**src/rtl/pps_phase_meas_multi.sv**
```systemverilog
`default_nettype none
// ============================================================================
// Module      : pps_phase_meas_multi
// Description : N-channel PPS phase comparator in the measurement clock
//               domain. Every channel edge is timestamped against a
//               free-running counter; a reference-channel edge opens a
//               window of WIN_CYC clocks, after which signed per-channel
//               offsets (channel minus reference) and hit flags are
//               published.
// Ports       : i_clk       measurement clock
//               i_res_n     asynchronous active-low reset
//               i_en        measurement enable (0 aborts and idles)
//               i_clr       clears o_ref_ovr
//               i_edge_pol  per-channel edge select, 0 rising / 1 falling
//               i_pps       asynchronous PPS inputs
//               o_valid     one-cycle pulse, result outputs updated
//               o_ts_ref    reference edge timestamp
//               o_diff      signed offsets, ch k in [k*CW +: CW]
//               o_hit       ch k had a fresh edge with |diff| <= WIN_CYC
//               o_seq       result sequence number
//               o_ref_ovr   sticky: reference edge while not idle
// Revision    : 1.0 - initial release
// ============================================================================
module pps_phase_meas_multi #(
    parameter int NCH      = 4,
    parameter int CW       = 29,
    parameter int SYNC_STG = 2,
    parameter int REF_CH   = 0,
    parameter int WIN_CYC  = 400000
) (
    input  logic              i_clk,
    input  logic              i_res_n,
    input  logic              i_en,
    input  logic              i_clr,
    input  logic [NCH-1:0]    i_edge_pol,
    input  logic [NCH-1:0]    i_pps,
    output logic              o_valid,
    output logic [CW-1:0]     o_ts_ref,
    output logic [NCH*CW-1:0] o_diff,
    output logic [NCH-1:0]    o_hit,
    output logic [7:0]        o_seq,
    output logic              o_ref_ovr
);

    localparam int                 c_WIN_W    = $clog2(WIN_CYC + 1);
    localparam logic [c_WIN_W-1:0] c_WIN_LAST = c_WIN_W'(WIN_CYC - 1);
    localparam logic signed [CW-1:0] c_WIN_POS = CW'(WIN_CYC);
    localparam logic signed [CW-1:0] c_WIN_NEG = CW'(-WIN_CYC);

    typedef enum logic [1:0] {
        S_IDLE   = 2'd0,
        S_WINDOW = 2'd1,
        S_CALC   = 2'd2,
        S_PUB    = 2'd3
    } state_t;

    logic [CW-1:0]      r_cnt;
    logic [NCH-1:0]     r_sync [SYNC_STG];
    logic [NCH-1:0]     r_prev;
    logic [NCH-1:0]     r_fresh;
    logic [CW-1:0]      r_ts [NCH];
    state_t             r_state;
    logic [c_WIN_W-1:0] r_win;

    logic               r_valid;
    logic [CW-1:0]      r_ts_ref;
    logic [NCH*CW-1:0]  r_diff;
    logic [NCH-1:0]     r_hit;
    logic [7:0]         r_seq;
    logic               r_ovr;

    logic [NCH-1:0]     w_sync_out;
    logic [NCH-1:0]     w_edge;
    logic [NCH*CW-1:0]  w_diff;
    logic [NCH-1:0]     w_hit;

    assign w_sync_out = r_sync[SYNC_STG-1];
    // The previous sample is kept raw and polarity is applied to both sides,
    // so a polarity change alone never looks like an edge.
    assign w_edge = (w_sync_out ^ i_edge_pol) & ~(r_prev ^ i_edge_pol);

    // Free-running counter and input synchronisers
    always_ff @(posedge i_clk or negedge i_res_n) begin
        if (!i_res_n) begin
            for (int s = 0; s < SYNC_STG; s++) begin
                r_sync[s] <= '0;
            end
            r_prev <= '0;
            r_cnt  <= '0;
        end else begin
            r_sync[0] <= i_pps;
            for (int s = 1; s < SYNC_STG; s++) begin
                r_sync[s] <= r_sync[s-1];
            end
            r_prev <= w_sync_out;
            r_cnt  <= r_cnt + 1'b1;
        end
    end

    // Timestamp capture (last edge wins) and fresh flags
    always_ff @(posedge i_clk or negedge i_res_n) begin
        if (!i_res_n) begin
            for (int k = 0; k < NCH; k++) begin
                r_ts[k] <= '0;
            end
            r_fresh <= '0;
        end else begin
            for (int k = 0; k < NCH; k++) begin
                if (w_edge[k]) begin
                    r_ts[k] <= r_cnt;
                end
            end
            if (!i_en) begin
                r_fresh <= '0;
            end else if (r_state == S_PUB) begin
                // An edge landing on the publish cycle belongs to the next result
                r_fresh <= w_edge;
            end else begin
                r_fresh <= r_fresh | w_edge;
            end
        end
    end

    // Offsets are taken modulo 2^CW so a counter wrap inside the window is harmless
    for (genvar k = 0; k < NCH; k++) begin : g_ch
        logic signed [CW-1:0] w_d;
        if (k == REF_CH) begin : g_ref
            assign w_d      = '0;
            assign w_hit[k] = 1'b1;
        end else begin : g_oth
            assign w_d      = $signed(r_ts[k] - r_ts[REF_CH]);
            assign w_hit[k] = r_fresh[k] && (w_d <= c_WIN_POS) && (w_d >= c_WIN_NEG);
        end
        assign w_diff[k*CW +: CW] = w_d;
    end

    // Window FSM with registered result outputs. Results are registered on
    // leaving CALC so they appear together with o_valid in the PUB cycle.
    always_ff @(posedge i_clk or negedge i_res_n) begin
        if (!i_res_n) begin
            r_state  <= S_IDLE;
            r_win    <= '0;
            r_valid  <= 1'b0;
            r_ts_ref <= '0;
            r_diff   <= '0;
            r_hit    <= '0;
            r_seq    <= '0;
        end else begin
            r_valid <= 1'b0;
            if (!i_en) begin
                r_state <= S_IDLE;
            end else begin
                case (r_state)
                    S_IDLE: begin
                        if (w_edge[REF_CH]) begin
                            r_state <= S_WINDOW;
                            r_win   <= '0;
                        end
                    end
                    S_WINDOW: begin
                        if (r_win == c_WIN_LAST) begin
                            r_state <= S_CALC;
                        end else begin
                            r_win <= r_win + 1'b1;
                        end
                    end
                    S_CALC: begin
                        r_state  <= S_PUB;
                        r_valid  <= 1'b1;
                        r_ts_ref <= r_ts[REF_CH];
                        r_diff   <= w_diff;
                        r_hit    <= w_hit;
                        r_seq    <= r_seq + 8'd1;
                    end
                    S_PUB: begin
                        r_state <= S_IDLE;
                    end
                    default: begin
                        r_state <= S_IDLE;
                    end
                endcase
            end
        end
    end

    // Overrun flag: a new reference edge while busy; setting beats clearing
    always_ff @(posedge i_clk or negedge i_res_n) begin
        if (!i_res_n) begin
            r_ovr <= 1'b0;
        end else if (w_edge[REF_CH] && (r_state != S_IDLE)) begin
            r_ovr <= 1'b1;
        end else if (i_clr) begin
            r_ovr <= 1'b0;
        end
    end

    assign o_valid   = r_valid;
    assign o_ts_ref  = r_ts_ref;
    assign o_diff    = r_diff;
    assign o_hit     = r_hit;
    assign o_seq     = r_seq;
    assign o_ref_ovr = r_ovr;

endmodule
`default_nettype wire

```
**config.mk**
```make
export PLATFORM = sky130hd
export DESIGN_NAME = pps_phase_meas_multi
export DESIGN_NICKNAME = d
export VERILOG_FILES = /design/src/rtl/pps_phase_meas_multi.sv
export SDC_FILE = /design/constraint.sdc
export NUM_CORES = 1
export LEC_CHECK = 0
export ABC_AREA = 1
export CORE_ASPECT_RATIO = 1.1
export CORE_UTILIZATION = 50
export CTS_BUF_LIST = sky130_fd_sc_hd__clkbuf_8
export CTS_CLUSTER_SIZE = 20
export DETAILED_ROUTE_END_ITERATION = 10
export DONT_BUFFER_PORTS = 1
export MAX_ROUTING_LAYER = met4
export SETUP_SLACK_MARGIN = 0.5
export SLEW_MARGIN = 15
export SYNTH_ARGS = -nofsm -noshare
export SYNTH_HDL_FRONTEND = slang
export SYNTH_SLANG_ARGS = --single-unit
```
**constraint.sdc**
```tcl
create_clock -name i_clk -period 6.8 [get_ports i_clk]
set_input_delay 0.68 -clock i_clk [delete_from_list [all_inputs] [get_ports i_clk]]
set_output_delay 0.68 -clock i_clk [all_outputs]
set_load 0.01 [all_outputs]
```
# Word level (Yosys, flattened, before mapping)
# Index checks and enable logic that the tools add are counted.
# op_classes
addsub	6
order_cmp	6
eq_ne	8
n_mux	13
bitwise_logic	5
n_reduce_logical	14
# op_table
operator	n
$ge A29 B20 Y1 const B	3
$le A29 B20 Y1 const B	3
$sub A29 B29 Y29	3
$mux W19	2
$pmux W19 S2	1
$add A29 B1 Y29 const B	1
$add A19 B1 Y19 const B	1
$eq A19 B19 Y1 const B	1
$add A8 B1 Y8 const B	1
$mux W4	2
$pmux W2 S4	1
$xor A4 B4 Y4	2
$logic_and A1 B1 Y1	7
$mux W2	3
$ne A3 B3 Y1 const B	2
$reduce_bool A2 Y1	3
$and A4 B4 Y4	1
$eq A2 B2 Y1 const B	2
$mux W1	4
$ne A2 B2 Y1 const B	2
$not A4 Y4	1
$or A4 B4 Y4	1
$reduce_and A2 Y1	2
$reduce_and A4 Y1	1
2 further kinds	2
# totals
regBits	312
inputBits	12
out_inout_bits	159

# Longest topological paths before layout
# logic_depth
ltp_word	6
mapped_depth	22
ltp_nobuf	22

# Least setup slack after synthesis
# No wires, ideal clock.
# synth_path
path_kind	reg2reg
startpoint	register r_ts[87] in the netlist's numbering
endpoint	register r_hit[1] (netlist: o_hit[1])
setup_ns	0.117
arrival_ns	2.177
t_required_ns	6.683
setup_slack_ns	4.506
stages_incl_launch_ff	18
n_path_buf	0
period_less_slack_ns	2.294
cell_sequence	dfrtp_1 ha_1 fa_1 inv_1 nand3_1 nand2_1 nand2_1 nand2_1 nand2_1 nand2_1 nand2_1 nand2_1 nand2_1 o211ai_1 xnor2_1 nand2_1 nand3_1 nand2_1
# synth_via
elab_chain_len	4
elab_cells_between_ends	5
classes_between	add/sub: 1; order compare: 2; reduce/logical: 2
# synth_lines
item	line_no	text
start: declaration	61	logic [CW-1:0] r_ts [NCH];
start signal: indexed assignment	110	r_ts[k] <= r_cnt;
$sub A29 B29 Y29 *	131	assign w_d = $signed(r_ts[k] - r_ts[REF_CH]);
$le A29 B20 Y1	132	assign w_hit[k] = r_fresh[k] && (w_d <= c_WIN_POS) && (w_d >= c_WIN_NEG);
$logic_and A1 B1 Y1	132	
$logic_and A1 B1 Y1 *	132	
end signal: assignment	172	r_hit <= w_hit;
end: declaration	68	logic [NCH-1:0] r_hit;
# Every way passes the cells marked *; elsewhere a longest branch is shown, timed or not.
# A chain may end at the register's enable or synchronous reset.

# Worst setup path in the final report
# layout_path
startpoint	register r_ts[88] in the netlist's numbering
endpoint	register r_hit[2] (netlist: o_hit[2])
# The elaborated chain is that of the path after synthesis.

==> metrics <==
count of clock tree sinks 311; Tot GR Track Use 0.2955; Power, Total 5433 µW; worst setup path class register to register; DR DRC count 0; H-tree depth 2; cell with the most instances after synthesis sky130_fd_sc_hd__nand2_1; critical path data arrival time 3.58 ns; first-iteration detailed-routing DRC count 1112; max-slew violation count 0; synthesized area 0.01898 mm²; max_slew headroom 0.4581; number of nets in the layout 2773; unrepaired setup endpoints after global routing no; synth unique cells 44; PD cells 266.3 mW/mm²; ratio of routed vias to standard cells 5.205; site row count 74; 1st-pass router iterations 5; Commonest cells post-synth sky130_fd_sc_hd__nand2_1, sky130_fd_sc_hd__inv_1, sky130_fd_sc_hd__dfrtp_1; HPWL after DPL 41410 µm; Die Span Y 206.3 µm; Global Route met2 Usage 0.4624; aggregate routed wire length 54330 µm; Clk Latency, worst-skew pair 0.65 ns; average footprint of a synthesized cell 7.129 µm²; global-route wire length before repair 86540 µm; post-route ant nets 0; routed wirelength normalized by instance count 16.99 µm; beginning of the critical path r_ts[88]$_DFFE_PN0P_; number of storage elements in the synthesis netlist 311; setup violators final 0; CTS clock-pin slew for the worst setup and hold paths 0.06 ns; Port Buffers 0; maximum frequency from static timing analysis 0.3349 GHz; number of global-route vias before repair 15953; clock tree skew after final layout 0.03029 ns; critical register-to-register path endpoint o_hit[2]$_DFFE_PN0P_; r2r setup slk 3.81 ns; EDFF count, synth 0; met3 layer usage reported by global route 0.04941; layout cell share with drive strength beyond 1 0.04327; critical path fanouts, max 5; termination of the worst setup path o_hit[2]$_DFFE_PN0P_; maximum number of pins on one net before global-route repair 312; Die W 187.8 µm; number of hold violations in the final report 311; boundary pin count 171; routing layer with the top usage in global route met2; die area 0.03874 mm²; area used by multi-input combinational logic 0.009577 mm²; met1 track demand over resource in global routing 0.3925; number of synthesis warnings 0; post-synth top area share 0.4101; GRT Residual Overflow 0; CTS Root Buffer Type sky130_fd_sc_hd__clkbuf_8; run status complete, but fails checks; final critical path time including I/O delays and setup 2.986 ns; worst hold-check slack -0.2604 ns; Syn Inst Count 2662; number of buffers between clock root and the deepest sink 3; Synth-to-Final Area Change 7.536%; main area contributors after synthesis sky130_fd_sc_hd__dfrtp_1, sky130_fd_sc_hd__nand2_1, sky130_fd_sc_hd__inv_1; async set-or-reset flop fraction in the synthesized netlist 1.000; hold crit path type input pin to asynchronous set/reset pin; RR Startpoint r_ts[88]$_DFFE_PN0P_; Lkg Pwr 0.01123 µW; number of fillers in the final layout 3729; largest area contributor in the synthesized netlist sky130_fd_sc_hd__dfrtp_1; area of the core 0.03722 mm²; cts bufs inserted 51; violations in the final reports negative hold slack; worst voltage drop across the vdd grid 0.0002111 V; Synth Flop Type sky130_fd_sc_hd__dfrtp_1; depth of the worst register-to-register path 17; share of the clock period used by the worst path after layout 0.4392; Initial Util 0.5098; number of inserted diodes 0; total via count in the routed design 16645; count of maximum capacitance violations 0; CP endpoint kind register; Fin Setup TNS 0 ns; sort of element at the start of the critical path register; required time at the endpoint of the critical path 7.39 ns; placer congestion estimate 0.9250; clock tree from TritonCTS built; Slew @ Worst Pin 0.8129 ns; register area share after synthesis 0.4101; number of antenna violations at the first check in global routing 0; area occupied by registers 0.007782 mm²
==> layer usage <==
metal,vias up,part of all wire
met5,-,0
met3,89,0.052
met2,426,0.44
met4,0,0.029
met1,7735,0.48
li1,8395,-
==> timing repair <==
action / CTS / global route
endpoints found under the hold margin: 311 / 311
resized for setup: 0 / 0
buffers inserted: 0 / 0
==> registers in the layout, summed over array words and instances (netlist names) <==
| signal | flops |
|---|---|
| r_ts | 116 |
| o_diff | 87 |
| o_ts_ref | 29 |
| r_cnt | 29 |
| r_win | 19 |
| o_seq | 8 |
| o_hit | 4 |
| r_prev | 4 |
| r_sync | 4 |
| w_sync_out | 4 |
| r_fresh | 3 |
| r_state | 2 |
| o_ref_ovr | 1 |
| o_valid | 1 |
==> kinds of logic (layout without fill, tap and decap cells) <==
kind of cell    count (synthesis)  in the layout  share of synthesized area
flops                         311            311                     0.4101
compound gates                357            357                    0.09936
simple gates                 1385           1385                     0.3013
xor+xnor                       70             70                    0.03231
fa+ha+maj                      94             94                    0.06316
buf+inv                       444            458                    0.09356
other cells                     1             29                  0.0001976
==> worst max-delay path, cell delays in order, from the launching register on <==
cell and delay (ns):
sky130_fd_sc_hd__dfrtp_1 0.51, sky130_fd_sc_hd__inv_1 0.26, sky130_fd_sc_hd__fa_1 0.56, sky130_fd_sc_hd__nand2_1 0.13
sky130_fd_sc_hd__nand2_1 0.08, sky130_fd_sc_hd__nand3_1 0.13, sky130_fd_sc_hd__nand2_1 0.17, sky130_fd_sc_hd__nand2_1 0.13
sky130_fd_sc_hd__nand3_1 0.08, sky130_fd_sc_hd__nand2_1 0.16, sky130_fd_sc_hd__inv_1 0.08, sky130_fd_sc_hd__nor2_1 0.11
sky130_fd_sc_hd__nand3_1 0.08, sky130_fd_sc_hd__nor2_1 0.17, sky130_fd_sc_hd__nand2_1 0.08, sky130_fd_sc_hd__nand3_1 0.08
sky130_fd_sc_hd__nand3_1 0.07, sky130_fd_sc_hd__nand2_1 0.06
==> cell usage in the layout (no fill, tap or decap), drive strengths merged, types with 3 or more instances in the layout <==
| cell | instances |
|---|---|
| clkbuf | 62 |
| a21oi | 77 |
| clkinv | 5 |
| xor2 | 49 |
| o21bai | 8 |
| nor2 | 210 |
| fa | 3 |
| o31ai | 10 |
| nor3b | 3 |
| a31oi | 20 |
| nor3 | 40 |
| nand3b | 8 |
| nor4 | 5 |
| nand4 | 30 |
| buf | 7 |
| and2 | 5 |
| ha | 91 |
| nand3 | 148 |
| xnor2 | 21 |
| o21ai | 234 |
| inv | 384 |
| o21a | 3 |
| nand2 | 934 |
| conb | 29 |
| dfrtp | 311 |
==> worst min path at each step <==
stage	from	end	slack, ns	cells after the start
after floorplan	r_sync[4]$_DFF_PN0_	w_sync_out[0]$_DFF_PN0_	0.33	0
after global placement	r_sync[7]$_DFF_PN0_	w_sync_out[3]$_DFF_PN0_	0.33	0
after detailed placement	r_sync[6]$_DFF_PN0_	w_sync_out[2]$_DFF_PN0_	0.33	0
after CTS	i_res_n	o_diff[76]$_DFFE_PN0P_	-0.33	0
after global routing	i_res_n	o_diff[75]$_DFFE_PN0P_	-0.31	0
final	i_res_n	o_diff[76]$_DFFE_PN0P_	-0.26	0
==> area by class of cell <==
type	count	share of cell area
Sequential cell	311	0.3814
Clock inverter	28	0.006315
Tap cell	494	0.03029
Inverter	361	0.06640
Clock buffer	62	0.04181
Timing Repair Buffer	7	0.004537
Multi-Input combinational cell	1935	0.4693
==> per-stage QoR <==
step / worst slack (ns) / area, µm² / util / std cells
3_3_place_gp: 3.768 / 19370 / 0.5204 / 3106
5_1_grt: 3.533 / 20410 / 0.5483 / 3198
2_1_floorplan: 4.506 / 19080 / - / 2690
3_5_place_dp: 3.791 / 19370 / 0.5204 / 3106
4_1_cts: 3.839 / 20350 / 0.5468 / 3196
6_report: 3.814 / 20410 / 0.5483 / 3198
==> power by group <==
group	switching [µW]	internal, µW
Clock	775	824
Sequential	359	2160
Combinational	884	433
Total	2020	3420
(Power assumes the default switching activity.)
